`src/rtl/ps2_rx_fifo.sv`:
```
// PS/2 device-to-host receiver: synchroniser, glitch filter, frame FSM with watchdog, show-ahead FIFO.
// Define PS2_RX_DECODE_EN to fold E0/F0 prefixes into 10-bit tagged scan codes {ext,brk,code}.
module ps2_rx_fifo #(
  parameter int FIFO_DEPTH  = 8,
  parameter int SYNC_STAGES = 2,
  parameter int FILTER_LEN  = 4,
  parameter int TIMEOUT_CYC = 50000
) (
  input  logic                          clk,
  input  logic                          rst,
  input  logic                          ps2_clk,
  input  logic                          ps2_data,
  input  logic                          rd_en,
  input  logic                          clr_err,
`ifdef PS2_RX_DECODE_EN
  output logic [9:0]                    data,
`else
  output logic [7:0]                    data,
`endif
  output logic                          valid,
  output logic [$clog2(FIFO_DEPTH):0]   level,
  output logic                          overflow,
  output logic                          parity_err,
  output logic                          frame_err
);

`ifdef PS2_RX_DECODE_EN
  localparam int DW = 10;
`else
  localparam int DW = 8;
`endif
  localparam int AW    = $clog2(FIFO_DEPTH);
  localparam int LW    = AW + 1;
  localparam int CNT_W = $clog2(FILTER_LEN + 1);
  localparam int WD_W  = $clog2(TIMEOUT_CYC + 1);

  typedef enum logic [1:0] {IDLE, DATA, PARITY, STOP} state_t;

  logic [SYNC_STAGES-1:0] clk_sync, data_sync;
  logic                   clk_s, data_s;
  logic [CNT_W-1:0]       filt_cnt;
  logic                   filt_clk, filt_clk_d, strobe;

  state_t                 state;
  logic [2:0]             bit_cnt;
  logic [7:0]             shift;
  logic                   par;
  logic [WD_W-1:0]        wd;
  logic                   push_pending;
  logic [DW-1:0]          push_word;
`ifdef PS2_RX_DECODE_EN
  logic                   ext, brk;
`endif

  logic [DW-1:0]          mem [FIFO_DEPTH];
  logic [AW-1:0]          wr_ptr, rd_ptr;
  logic                   do_pop, do_push, is_full;

  assign clk_s  = clk_sync[SYNC_STAGES-1];
  assign data_s = data_sync[SYNC_STAGES-1];
  assign strobe = filt_clk_d & ~filt_clk;

  always_ff @(posedge clk) begin
    if (rst) begin
      clk_sync   <= '1;
      data_sync  <= '1;
      filt_cnt   <= '0;
      filt_clk   <= 1'b1;
      filt_clk_d <= 1'b1;
    end else begin
      clk_sync   <= {clk_sync[SYNC_STAGES-2:0], ps2_clk};
      data_sync  <= {data_sync[SYNC_STAGES-2:0], ps2_data};
      filt_clk_d <= filt_clk;
      // The filtered clock only flips after FILTER_LEN consecutive disagreeing samples.
      if (clk_s != filt_clk) begin
        if (filt_cnt == CNT_W'(FILTER_LEN - 1)) begin
          filt_clk <= clk_s;
          filt_cnt <= '0;
        end else begin
          filt_cnt <= filt_cnt + 1'b1;
        end
      end else begin
        filt_cnt <= '0;
      end
    end
  end

  always_ff @(posedge clk) begin
    if (rst) begin
      state        <= IDLE;
      bit_cnt      <= '0;
      shift        <= '0;
      par          <= 1'b0;
      wd           <= '0;
      push_pending <= 1'b0;
      push_word    <= '0;
      parity_err   <= 1'b0;
      frame_err    <= 1'b0;
`ifdef PS2_RX_DECODE_EN
      ext          <= 1'b0;
      brk          <= 1'b0;
`endif
    end else begin
      push_pending <= 1'b0;
      // Later event assignments override the clear, so a same-cycle error wins.
      if (clr_err) begin
        parity_err <= 1'b0;
        frame_err  <= 1'b0;
      end
      if (state != IDLE && !strobe && wd == WD_W'(TIMEOUT_CYC - 1)) begin
        frame_err <= 1'b1;
        state     <= IDLE;
        wd        <= '0;
`ifdef PS2_RX_DECODE_EN
        ext       <= 1'b0;
        brk       <= 1'b0;
`endif
      end else begin
        if (state == IDLE || strobe) wd <= '0;
        else                         wd <= wd + 1'b1;
        if (strobe) begin
          case (state)
            IDLE: begin
              bit_cnt <= '0;
              if (!data_s) state <= DATA;
              else         frame_err <= 1'b1;
            end
            DATA: begin
              shift   <= {data_s, shift[7:1]};
              bit_cnt <= bit_cnt + 1'b1;
              if (bit_cnt == 3'd7) state <= PARITY;
            end
            PARITY: begin
              par   <= data_s;
              state <= STOP;
            end
            STOP: begin
              state <= IDLE;
              if (data_s && (^{shift, par})) begin
`ifdef PS2_RX_DECODE_EN
                if (shift == 8'hE0) begin
                  ext <= 1'b1;
                end else if (shift == 8'hF0) begin
                  brk <= 1'b1;
                end else begin
                  push_pending <= 1'b1;
                  push_word    <= {ext, brk, shift};
                  ext          <= 1'b0;
                  brk          <= 1'b0;
                end
`else
                push_pending <= 1'b1;
                push_word    <= shift;
`endif
              end else begin
                if (!data_s)          frame_err  <= 1'b1;
                if (!(^{shift, par})) parity_err <= 1'b1;
`ifdef PS2_RX_DECODE_EN
                ext <= 1'b0;
                brk <= 1'b0;
`endif
              end
            end
            default: state <= IDLE;
          endcase
        end
      end
    end
  end

  assign is_full = (level == LW'(FIFO_DEPTH));
  assign do_pop  = rd_en && (level != '0);
  // A full FIFO still accepts a push when the head is popped in the same cycle.
  assign do_push = push_pending && (!is_full || do_pop);
  assign valid   = (level != '0);
  assign data    = mem[rd_ptr];

  always_ff @(posedge clk) begin
    if (do_push) mem[wr_ptr] <= push_word;
  end

  always_ff @(posedge clk) begin
    if (rst) begin
      wr_ptr   <= '0;
      rd_ptr   <= '0;
      level    <= '0;
      overflow <= 1'b0;
    end else begin
      if (clr_err) overflow <= 1'b0;
      if (push_pending && is_full && !do_pop) overflow <= 1'b1;
      if (do_push) wr_ptr <= wr_ptr + 1'b1;
      if (do_pop)  rd_ptr <= rd_ptr + 1'b1;
      if (do_push && !do_pop)      level <= level + 1'b1;
      else if (do_pop && !do_push) level <= level - 1'b1;
    end
  end

endmodule

```
`config.mk`:
```
export PLATFORM = sky130hd
export DESIGN_NAME = ps2_rx_fifo
export DESIGN_NICKNAME = d
export VERILOG_FILES = /design/src/rtl/ps2_rx_fifo.sv
export SDC_FILE = /design/constraint.sdc
export NUM_CORES = 1
export LEC_CHECK = 0
export ABC_CLOCK_PERIOD_IN_PS = 2700
export BUFFER_PORTS_ARGS = -buffer_cell sky130_fd_sc_hd__buf_2
export CAP_MARGIN = 20
export CORE_UTILIZATION = 50
export DETAILED_ROUTE_END_ITERATION = 10
export PLACE_DENSITY_LB_ADDON = 0.05
export SLEW_MARGIN = 20
export SYNTH_ARGS = -nofsm -noshare
export SYNTH_HDL_FRONTEND = slang
export SYNTH_SLANG_ARGS = --single-unit
```
`constraint.sdc`:
```
create_clock -name clk -period 2.7 [get_ports clk]
set_input_delay 0.405 -clock clk [delete_from_list [all_inputs] [get_ports clk]]
set_output_delay 0.405 -clock clk [all_outputs]
set_load 0.02 [all_outputs]
```
==> results_dict.tcl <==
set metrics [dict create \
    drive_gt1_share_pct 21.3 \
    dp_cells 556 \
    min_path_cells 2 \
    grt_pass1_vias 2822 \
    hp-start "ps2_data" \
    worst_setup_path_start_kind "flip-flop" \
    synth-edff-count 64 \
    synthTopCellsByCount "64 x dfxtp_1, 64 x edfxtp_1, 44 x nor2_1" \
    fp-row-count 36 \
    setup_ws_ps 180 \
    setup-violations-final 0 \
    cts_tree "built" \
    worst_pin_slew_ps 555 \
    end_kind "output port" \
    wl_um 8690 \
    synth_cell_types 43 \
    grt_remaining_overflow 0 \
    p_int_mw 3.57 \
    drc_errors 0 \
    worst-path-max-fanout 16 \
    holdWs_ps 77.2 \
    clockRootBuffer "clkbuf_8" \
    power_mw 4.72 \
    power_frac_seq_pct 44.4 \
    p_leak_nw 2.12 \
    synth-main-ff-cell "edfxtp_1" \
    ys_top_cells_by_area "edfxtp_1 37%, dfxtp_1 25%, mux4_2 6.9%" \
    netlist_instances 405 \
    clkTransAtPathRegs_ps 60 \
    die_w_um 104 \
    syn-num-nets 426 \
    r2r.worst_path.cells 11 \
    fin_nets 463 \
    met2_usage_pct 28.0 \
    netlist_area_um2 5220 \
    cellPowerDensity_nw_per_um2 778 \
    vias 3000 \
    synth_xor_xnor_area_share_pct 5.29 \
    swShare_pct 24.5 \
    postCtsSetupBuffers 0 \
    ys_warn_count 0 \
    clock_latency_ps 510 \
    grtUsageMet1_pct 22.1 \
    utilization_pct 61.0 \
    boundaryPins 22 \
    cap_violations 0 \
    dr.pass1.iters 4 \
    final_hold_viol_count 0 \
    fp.dieH_um 104 \
    fin_setup_tns_ps 0 \
    dieArea_um2 10900 \
    dp.final_hpwl_um 5630 \
    place_area_um2 5520 \
    stdcell_count 588 \
    p_comb_share_pct 11.7 \
    p_clk_share_pct 43.8 \
    muxShareOfSynthArea_pct 10.5 \
    synth.top_cell.area_share_pct 36.8 \
    track_usage_pct 17.3 \
    path_class "flip-flop to output port" \
    post-place-ws_ps 185 \
    use_met3_pct 5.26 \
    synth-compound-area-share_pct 3.76 \
    wl_per_cell_um 14.8 \
    skew_ps 8.56 \
    grt_pass1_wl_um 14200 \
    synth_adder_area_share_pct 3.74 \
    reg2reg_from "level[1]" \
    hold_path.class "input port to flip-flop" \
    yosysSeqAreaShare_pct 61.3 \
    ys_ff_latch 128 \
    status "complete, no violations" \
    finalCritPeriodShare_pct 93.3 \
    design_area_um2 6070 \
    io_buffer_count 21 \
    grt_max_degree 50 \
    htree_levels 4 \
    antenna_found_initial 0 \
    min_period_ps 2520 \
    top_usage_layer "met2" \
    cts_buffers 17 \
    ir_drop_uv 460 \
    maxSlewViolCount 0 \
    slew-limit-headroom_pct 63.0 \
    drt_iter0_drc 151 \
    rsz0062_at_grt "false" \
    critPathRequiredTime_ps 2300 \
    synthArstFlopShare_pct 0 \
    synth_top_family_by_area "simple AND/OR/NAND/NOR gates" \
    cts.sinks 128 \
    antenna_left 0 \
    critical_path_arrival_ps 2110 \
    fmaxAchievable_ghz 0.397 \
    yosys.area.top_type "edfxtp_1" \
    globalplace.congestion 0.766 \
    postSynthAreaPerCell_um2 12.9 \
    synthSimpleGateAreaFrac_pct 13.1 \
    core_um2 9950 \
    initial_core_util_pct 52.5 \
    diodes 0 \
    area_growth_pct 16.2 \
    vias_per_cell 5.10 \
    p_sw_mw 1.16 \
    clk_path_buf_depth 2 \
]
[path summary, 6_finish.rpt]
path,slack (ps),end
worst max-delay path,180,data[2]
worst min-delay path,80,data_sync[0]
worst max register to register,250,level[3]
worst min register to register,410,data_sync[1]
[flip-flops by register name (all words and copies together), names as in the netlist, 2 cells and up, named ones only]
register,flops
bit_cnt,3
clk_sync,2
data_sync,2
filt_cnt,3
level,4
mem,64
push_word,8
rd_ptr,3
shift,8
state,2
wd,16
wr_ptr,3
[worst max-delay path, stage by stage, from the launching register on]
cell and delay (ps):
dfxtp_1 300, buf_4 300, mux4_2 550, mux2_2 280
buf_2 160
[repair_timing]
item | CTS | global route
endpoints found under the setup margin | 0 | 1
hold endpoints to repair | 0 | 0
hold buffers | 0 | 0
gates resized for setup | 0 | 1
[power by group through the flow]
stage / Sequential, mW / Clock [mW] / Combinational, mW
after floorplan: 2.15 / 0 / 0.425
after global placement: 2.14 / 0 / 0.557
after detailed placement: 2.14 / 0 / 0.560
after CTS: 2.10 / 2.12 / 0.562
after global routing: 2.10 / 2.22 / 0.612
final: 2.10 / 2.07 / 0.555
[placed cells by master, fill, tap and decap left out, types with 14 or more instances in the layout]
cell       instances
dfxtp_1           64
edfxtp_1          64
nor2_1            44
nand2_1           28
buf_2             21
nand2b_1          20
a21oi_1           19
xnor2_1           18
mux4_2            16
clkbuf_16         16
ha_1              14
[layer usage]
metal | vias to the layer above | wire length (um)
li1 | 1515 | -
met1 | 1439 | 4150
met2 | 38 | 4230
met3 | 8 | 221
met4 | 0 | 85
met5 | - | 0
[cell type report]
cell class / instances / area [um2]
Sequential cell: 128 / 3200
Tap cell: 133 / 166
Clock buffer: 17 / 414
Multi-Input combinational cell: 250 / 1910
Inverter: 12 / 45.0
Clock inverter: 15 / 136
Timing Repair Buffer: 33 / 195
Fill cell: 796 / 3880
[logic make-up (layout without fill, tap and decap cells)]
kind of cell | after synthesis | in the layout
adders and majority gates | 15 | 15
buffers and inverters | 27 | 77
muxes | 34 | 34
xor gates and xnor gates | 29 | 29
and+or+nand+nor | 138 | 138
AOI/OAI and AO/OA | 34 | 34
DFF | 128 | 128
Power figures use the tool's default switching activity.
